[config.mk]
export PLATFORM = sky130hd
export DESIGN_NAME = instr_seq_ctrl
export DESIGN_NICKNAME = d
export VERILOG_FILES = /design/src/rtl/instr_seq_ctrl_pkg.sv /design/src/rtl/instr_seq_ctrl_ir_field_decode.sv /design/src/rtl/instr_seq_ctrl.sv
export SDC_FILE = /design/constraint.sdc
export NUM_CORES = 1
export LEC_CHECK = 0
export ABC_AREA = 1
export BUFFER_PORTS_ARGS = -buffer_cell sky130_fd_sc_hd__clkbuf_2
export CAP_MARGIN = 5
export CORE_AREA = 2 2 106 87
export CTS_CLUSTER_DIAMETER = 120
export CTS_CLUSTER_SIZE = 14
export DETAILED_ROUTE_END_ITERATION = 12
export DIE_AREA = 0 0 108 89
export GPL_ROUTABILITY_DRIVEN = 0
export PLACE_DENSITY = 0.69
export RECOVER_POWER = 100
export SLEW_MARGIN = 10
export SYNTH_ARGS = -nofsm -noshare
export SYNTH_HDL_FRONTEND = slang
export SYNTH_SLANG_ARGS = --single-unit
[constraint.sdc]
create_clock -name clk -period 2.1 [get_ports clk]
set_clock_uncertainty 0.15 [all_clocks]
set_input_delay 0.42 -clock clk [delete_from_list [all_inputs] [get_ports clk]]
set_output_delay 0.42 -clock clk [all_outputs]
set_load 0.05 [all_outputs]
[src/rtl/instr_seq_ctrl_pkg.sv]
// ctrl_pkg: sequencer state encoding, IR field layout and opcode constants.
// The ERR state exists only when CTRL_FETCH_TIMEOUT_EN is defined.
package ctrl_pkg;

`ifdef CTRL_FETCH_TIMEOUT_EN
    typedef enum logic [2:0] {IDLE, FETCH, DECODE, EXEC, WB, HALT, ERR} state_t;
`else
    typedef enum logic [2:0] {IDLE, FETCH, DECODE, EXEC, WB, HALT} state_t;
`endif

    // Bit ranges line up with the datapath's IR field macros.
    localparam int OPER_HI  = 31;
    localparam int OPER_LO  = 27;
    localparam int RDST_HI  = 26;
    localparam int RDST_LO  = 22;
    localparam int RSRC1_HI = 21;
    localparam int RSRC1_LO = 17;
    localparam int IMM_BIT  = 16;
    localparam int RSRC2_HI = 15;
    localparam int RSRC2_LO = 11;
    localparam int ISRC_HI  = 15;
    localparam int ISRC_LO  = 0;

    localparam logic [4:0] OP_NOP  = 5'h00;
    localparam logic [4:0] OP_MOV  = 5'h01;
    localparam logic [4:0] OP_ADD  = 5'h02;
    localparam logic [4:0] OP_HALT = 5'h1F;

endpackage

[src/rtl/instr_seq_ctrl_ir_field_decode.sv]
// ir_field_decode: combinational split of the instruction register into control fields.
module ir_field_decode
    import ctrl_pkg::*;
(
    input  logic [31:0] ir,
    output logic [4:0]  oper_type,
    output logic [4:0]  rdst,
    output logic [4:0]  rsrc1,
    output logic        imm_mod,
    output logic [4:0]  rsrc2,
    output logic [15:0] isrc
);

    assign oper_type = ir[OPER_HI:OPER_LO];
    assign rdst      = ir[RDST_HI:RDST_LO];
    assign rsrc1     = ir[RSRC1_HI:RSRC1_LO];
    assign imm_mod   = ir[IMM_BIT];
    assign rsrc2     = ir[RSRC2_HI:RSRC2_LO];
    assign isrc      = ir[ISRC_HI:ISRC_LO];

endmodule

[src/rtl/instr_seq_ctrl.sv]
// instr_seq_ctrl: multi-cycle fetch/decode/exec/writeback sequencer for the 32-bit core.
// Define CTRL_FETCH_TIMEOUT_EN to add the fetch-timeout counter and ERR state.
module instr_seq_ctrl
    import ctrl_pkg::*;
#(
    parameter int              PC_W          = 16,
    parameter logic [PC_W-1:0] START_PC      = '0,
    parameter int              FETCH_TIMEOUT = 255
) (
    input  logic            clk,
    input  logic            rst_n,
    input  logic            start,
    output logic            imem_req,
    output logic [PC_W-1:0] imem_addr,
    input  logic            imem_ack,
    input  logic [31:0]     imem_rdata,
    output logic [31:0]     ir_q,
    output logic [4:0]      rf_raddr1,
    output logic [4:0]      rf_raddr2,
    output logic [4:0]      alu_op,
    output logic            alu_use_imm,
    output logic            alu_start,
    input  logic            alu_done,
    output logic            rf_we,
    output logic [4:0]      rf_waddr,
    output logic [PC_W-1:0] pc,
    output logic            busy,
    output logic            halted,
    output logic            err
);

    state_t state, state_nxt;
    logic exec_first;
    logic restart;
    logic [15:0] isrc_unused;

    ir_field_decode u_dec (
        .ir        (ir_q),
        .oper_type (alu_op),
        .rdst      (rf_waddr),
        .rsrc1     (rf_raddr1),
        .imm_mod   (alu_use_imm),
        .rsrc2     (rf_raddr2),
        .isrc      (isrc_unused)
    );

`ifdef CTRL_FETCH_TIMEOUT_EN
    localparam int TO_W = (FETCH_TIMEOUT > 255) ? $clog2(FETCH_TIMEOUT + 1) : 8;
    logic [TO_W-1:0] to_cnt;

    always_ff @(posedge clk or negedge rst_n) begin
        if (!rst_n)
            to_cnt <= '0;
        else
            to_cnt <= (state == FETCH && !imem_ack) ? to_cnt + TO_W'(1) : '0;
    end

    assign err = (state == ERR);
`else
    logic cfg_unused;
    assign cfg_unused = (FETCH_TIMEOUT != 0);
    assign err = 1'b0;
`endif

    always_comb begin
        state_nxt = state;
        restart   = 1'b0;
        unique case (state)
            IDLE:   if (start) state_nxt = FETCH;
            FETCH: begin
                if (imem_ack) state_nxt = DECODE;
`ifdef CTRL_FETCH_TIMEOUT_EN
                else if (to_cnt == TO_W'(FETCH_TIMEOUT - 1)) state_nxt = ERR;
`endif
            end
            DECODE: state_nxt = (alu_op == OP_HALT) ? HALT : EXEC;
            // alu_done alongside alu_start belongs to no operation of ours
            EXEC:   if (alu_done && !exec_first) state_nxt = WB;
            WB:     state_nxt = FETCH;
            HALT: begin
                state_nxt = start ? FETCH : HALT;
                restart   = start;
            end
`ifdef CTRL_FETCH_TIMEOUT_EN
            ERR: begin
                state_nxt = start ? FETCH : ERR;
                restart   = start;
            end
`endif
            default: state_nxt = IDLE;
        endcase
    end

    always_ff @(posedge clk or negedge rst_n) begin
        if (!rst_n) begin
            state      <= IDLE;
            pc         <= START_PC;
            ir_q       <= '0;
            exec_first <= 1'b0;
        end else begin
            state      <= state_nxt;
            exec_first <= (state == DECODE);
            if (state == FETCH && imem_ack) begin
                ir_q <= imem_rdata;
                pc   <= pc + PC_W'(1);
            end else if (restart) begin
                pc <= START_PC;
            end
        end
    end

    assign imem_req  = (state == FETCH);
    assign imem_addr = pc;
    assign alu_start = (state == EXEC) && exec_first;
    assign rf_we     = (state == WB) && (alu_op != OP_NOP);
    assign busy      = (state == FETCH) || (state == DECODE) || (state == EXEC) || (state == WB);
    assign halted    = (state == HALT);

endmodule
==> key figures <==
Outcome
  • Status: completed

Synthesis
  • Mux contribution to synthesized area: 0
  • Syn_area_per_cell: 7.62 sq um
  • Simple logic cell fraction of the synthesized area: 0.316
  • #FFs+latches synth: 52
  • Library cells used by synthesis: 25
  • Post-synth top area cell: dfrtp_1
  • Post-Synth Adder-Cell Area: 0.00453
  • Mapped Area: 0.00276 sq mm
  • Dominant synthesized flop cell: dfrtp_1
  • Async SR Flop Fraction: 1.00
  • Syn_nets: 400
  • Xor-xnor portion of the synthesized cell area: 0.00317
  • Yosys warns: 0
  • Compound-gate portion of the synthesized area: 0.0376
  • Synth area leaders: dfrtp_1 47%, nand2_1 21%, buf_4 11%
  • EDFF count, synth: 0
  • Sequential element share of the synthesized area: 0.471
  • Synth Instances: ~360
  • Main combinational cell family by area after synthesis: simple AND/OR/NAND/NOR gates
  • Share of the synthesized area in the top cell type: 0.471

Critical path
  • Cell family with most CP delay: flip-flops
  • CP Launch Type: flop
  • Worst path required time: between 1.5 and 2 ns
  • Arrival time worst endpoint: 1.41 ns
  • Worst-path maximum fanout: 5
  • Slowest cell on the critical path: dfrtp_1
  • Buf+Inv Stages, Crit Path: 1
  • R2R Setup Slk: 0.25 ns
  • CP Cell Sequence: nor2_1, nand2_1, o2111ai_1, buf_4
  • Crit-path max cell delay: 0.45 ns
  • Setup crit end kind: primary output
  • Kind of critical path: flop to primary output

Routing
  • Initial drt markers: 95
  • Via Count: 2433
  • Drt pass-1 iters: 4
  • Antenna Nets Post-Route: 0
  • Final wirelength: around 6.4 mm
  • Routed wire length per instance: approximately 11 um
  • DRC viols: 0
  • Vias/cell: 4.29

GRT
  • Vias in the first global route: approximately 2300
  • Total GRT Usage: 0.139
  • Largest net degree at the start of global routing: 53
  • First-pass GRT wire length: 10.7 mm
  • Initial antenna violation count: 0
  • Congestion Overflow GR: 0

Timing
  • Sum of negative setup slack: 0 ns
  • Slew HR: 0.221
  • Final Max Slew Viols: 0
  • Final period util: 0.941
  • Final setup fails: 0
  • Tmin final: 1.98 ns
  • Final hold vios: 0
  • Tightest Pin Transition: 1.17 ns
  • RSZ-0062 raised after global routing: false
  • Hold Slack: 0.162 ns
  • Fmax: roughly 0.51 GHz

Job
  • Max-cap violations: 0

Finish
  • N_diodes: 0
  • Layout cell share with drive strength beyond 1: 0.127
  • Final #Nets: 492
  • Fin util: 0.379
  • Area delta synth->final: 15.9%

Floorplan
  • Chip width: 108 um
  • # rows: 30
  • Full die area: about 0.0096 sq mm
  • Die height: around 89 um
  • Core area: 0.00845 sq mm
  • Top-level I/O count: 128
  • Initial Util: 0.327

Clock tree
  • H-Tree Depth: 2
  • Root Buffer: clkbuf_8
  • Clk_lat worst skew: 0.30 ns
  • Clk buf depth: 2
  • CTS sink count: 52
  • Num CTS Buffers: 5
  • Clock tree from TritonCTS: built
  • Clk slew on worst S/H paths: 0.10 ns

Place
  • Port bufs: 126
  • Hpwl dp: 4.84 mm

Min path
  • Worst min path class: input port to flop
-- per-stage QoR --
step / std cells / instance area [sq um] / setup WS, ns
final: 567 / 3200 / 0.124
after global routing: 567 / 3200 / 0.0168
after CTS: 567 / 3330 / 0.0444
after detailed placement: 558 / 3230 / 0.393
after global placement: 558 / 3230 / 0.428
after floorplan: 362 / 2760 / 0.0956
-- final cells by class --
cell class                      count  area (sq um)
Clock buffer                        5          68.8
Clock inverter                      3          18.8
Fill cell                         974          5250
Inverter                           31           116
Multi-Input combinational cell    233           993
Sequential cell                    52          1300
Tap cell                          112           140
Timing Repair Buffer              131           559
-- path summary, 6_finish.rpt --
| check | depth (start not counted) | start | end |
|---|---|---|---|
| max in group asynchronous | 3 | rst_n | ir_q[17]$_DFFE_PN0P_ |
| min in group asynchronous | 3 | rst_n | exec_first$_DFF_PN0_ |
| max | 4 | state[2]$_DFFE_PN0P_ | busy |
| max reg2reg | 5 | state[2]$_DFFE_PN0P_ | ir_q[27]$_DFFE_PN0P_ |
| min reg2reg | 2 | ir_q[6]$_DFFE_PN0P_ | ir_q[6]$_DFFE_PN0P_ |
| min | 3 | imem_rdata[5] | ir_q[5]$_DFFE_PN0P_ |
-- per-layer routing --
metal / GRT usage / vias up / routed length, um
li1: - / 1250 / -
met5: 0 / - / 0
met2: 0.241 / 81 / 2920
met4: 0.0315 / 0 / 38
met1: 0.180 / 1097 / 3080
met3: 0.0284 / 5 / 392
-- logic make-up (layout without fill, tap and decap cells) --
kind of cell / Yosys count / count (layout)
simple gates: 211 / 211
buf+inv: 77 / 170
flops: 52 / 52
compound gates: 19 / 19
fa+ha+maj: 1 / 1
other cells: 1 / 1
xor+xnor: 1 / 1
-- worst min-delay path, cell delays in order --
cell and delay [ns]:
clkbuf_2 0.07, nand2_1 0.04, nand2_1 0.05
-- cell usage in the layout, fill, tap and decap left out, types with 2 or more instances in the layout --
cell type and n:
nand2_1 156, clkbuf_1 85, dfrtp_1 52, clkbuf_2 41, inv_1 29, nor2_1 25, nand3_1 20, o21ai_0 14
clkbuf_8 5, nand4_1 4, inv_2 2, nor3_1 2, clkinv_2 2, buf_2 2, buf_4 2
-- timing repair --
action | 4_1_cts | 5_1_grt
endpoints found under the hold margin | 52 | 0
buffers inserted | 0 | 0
endpoints found under the setup margin | 0 | 2
resized for setup | 0 | 4
hold buffers | 1 | 0
-- sequential cells by signal, summed over array words and instances, names as in the netlist --
| name | count |
|---|---|
| imem_addr | 16 |
| ir_q | 32 |
| state | 3 |
| exec_first | 1 |
-- synthesized netlist by cell type, drive strengths merged (2+ instances only) --
library cell and instances:
buf 46, nand3 20, nor3 2, inv 31, nand2 157, nand4 4
nor2 27, dfrtp 52, o21ai 15
Power is not shown: default switching activity piles up to over one toggle a cycle in this logic, so the estimate is an artifact.
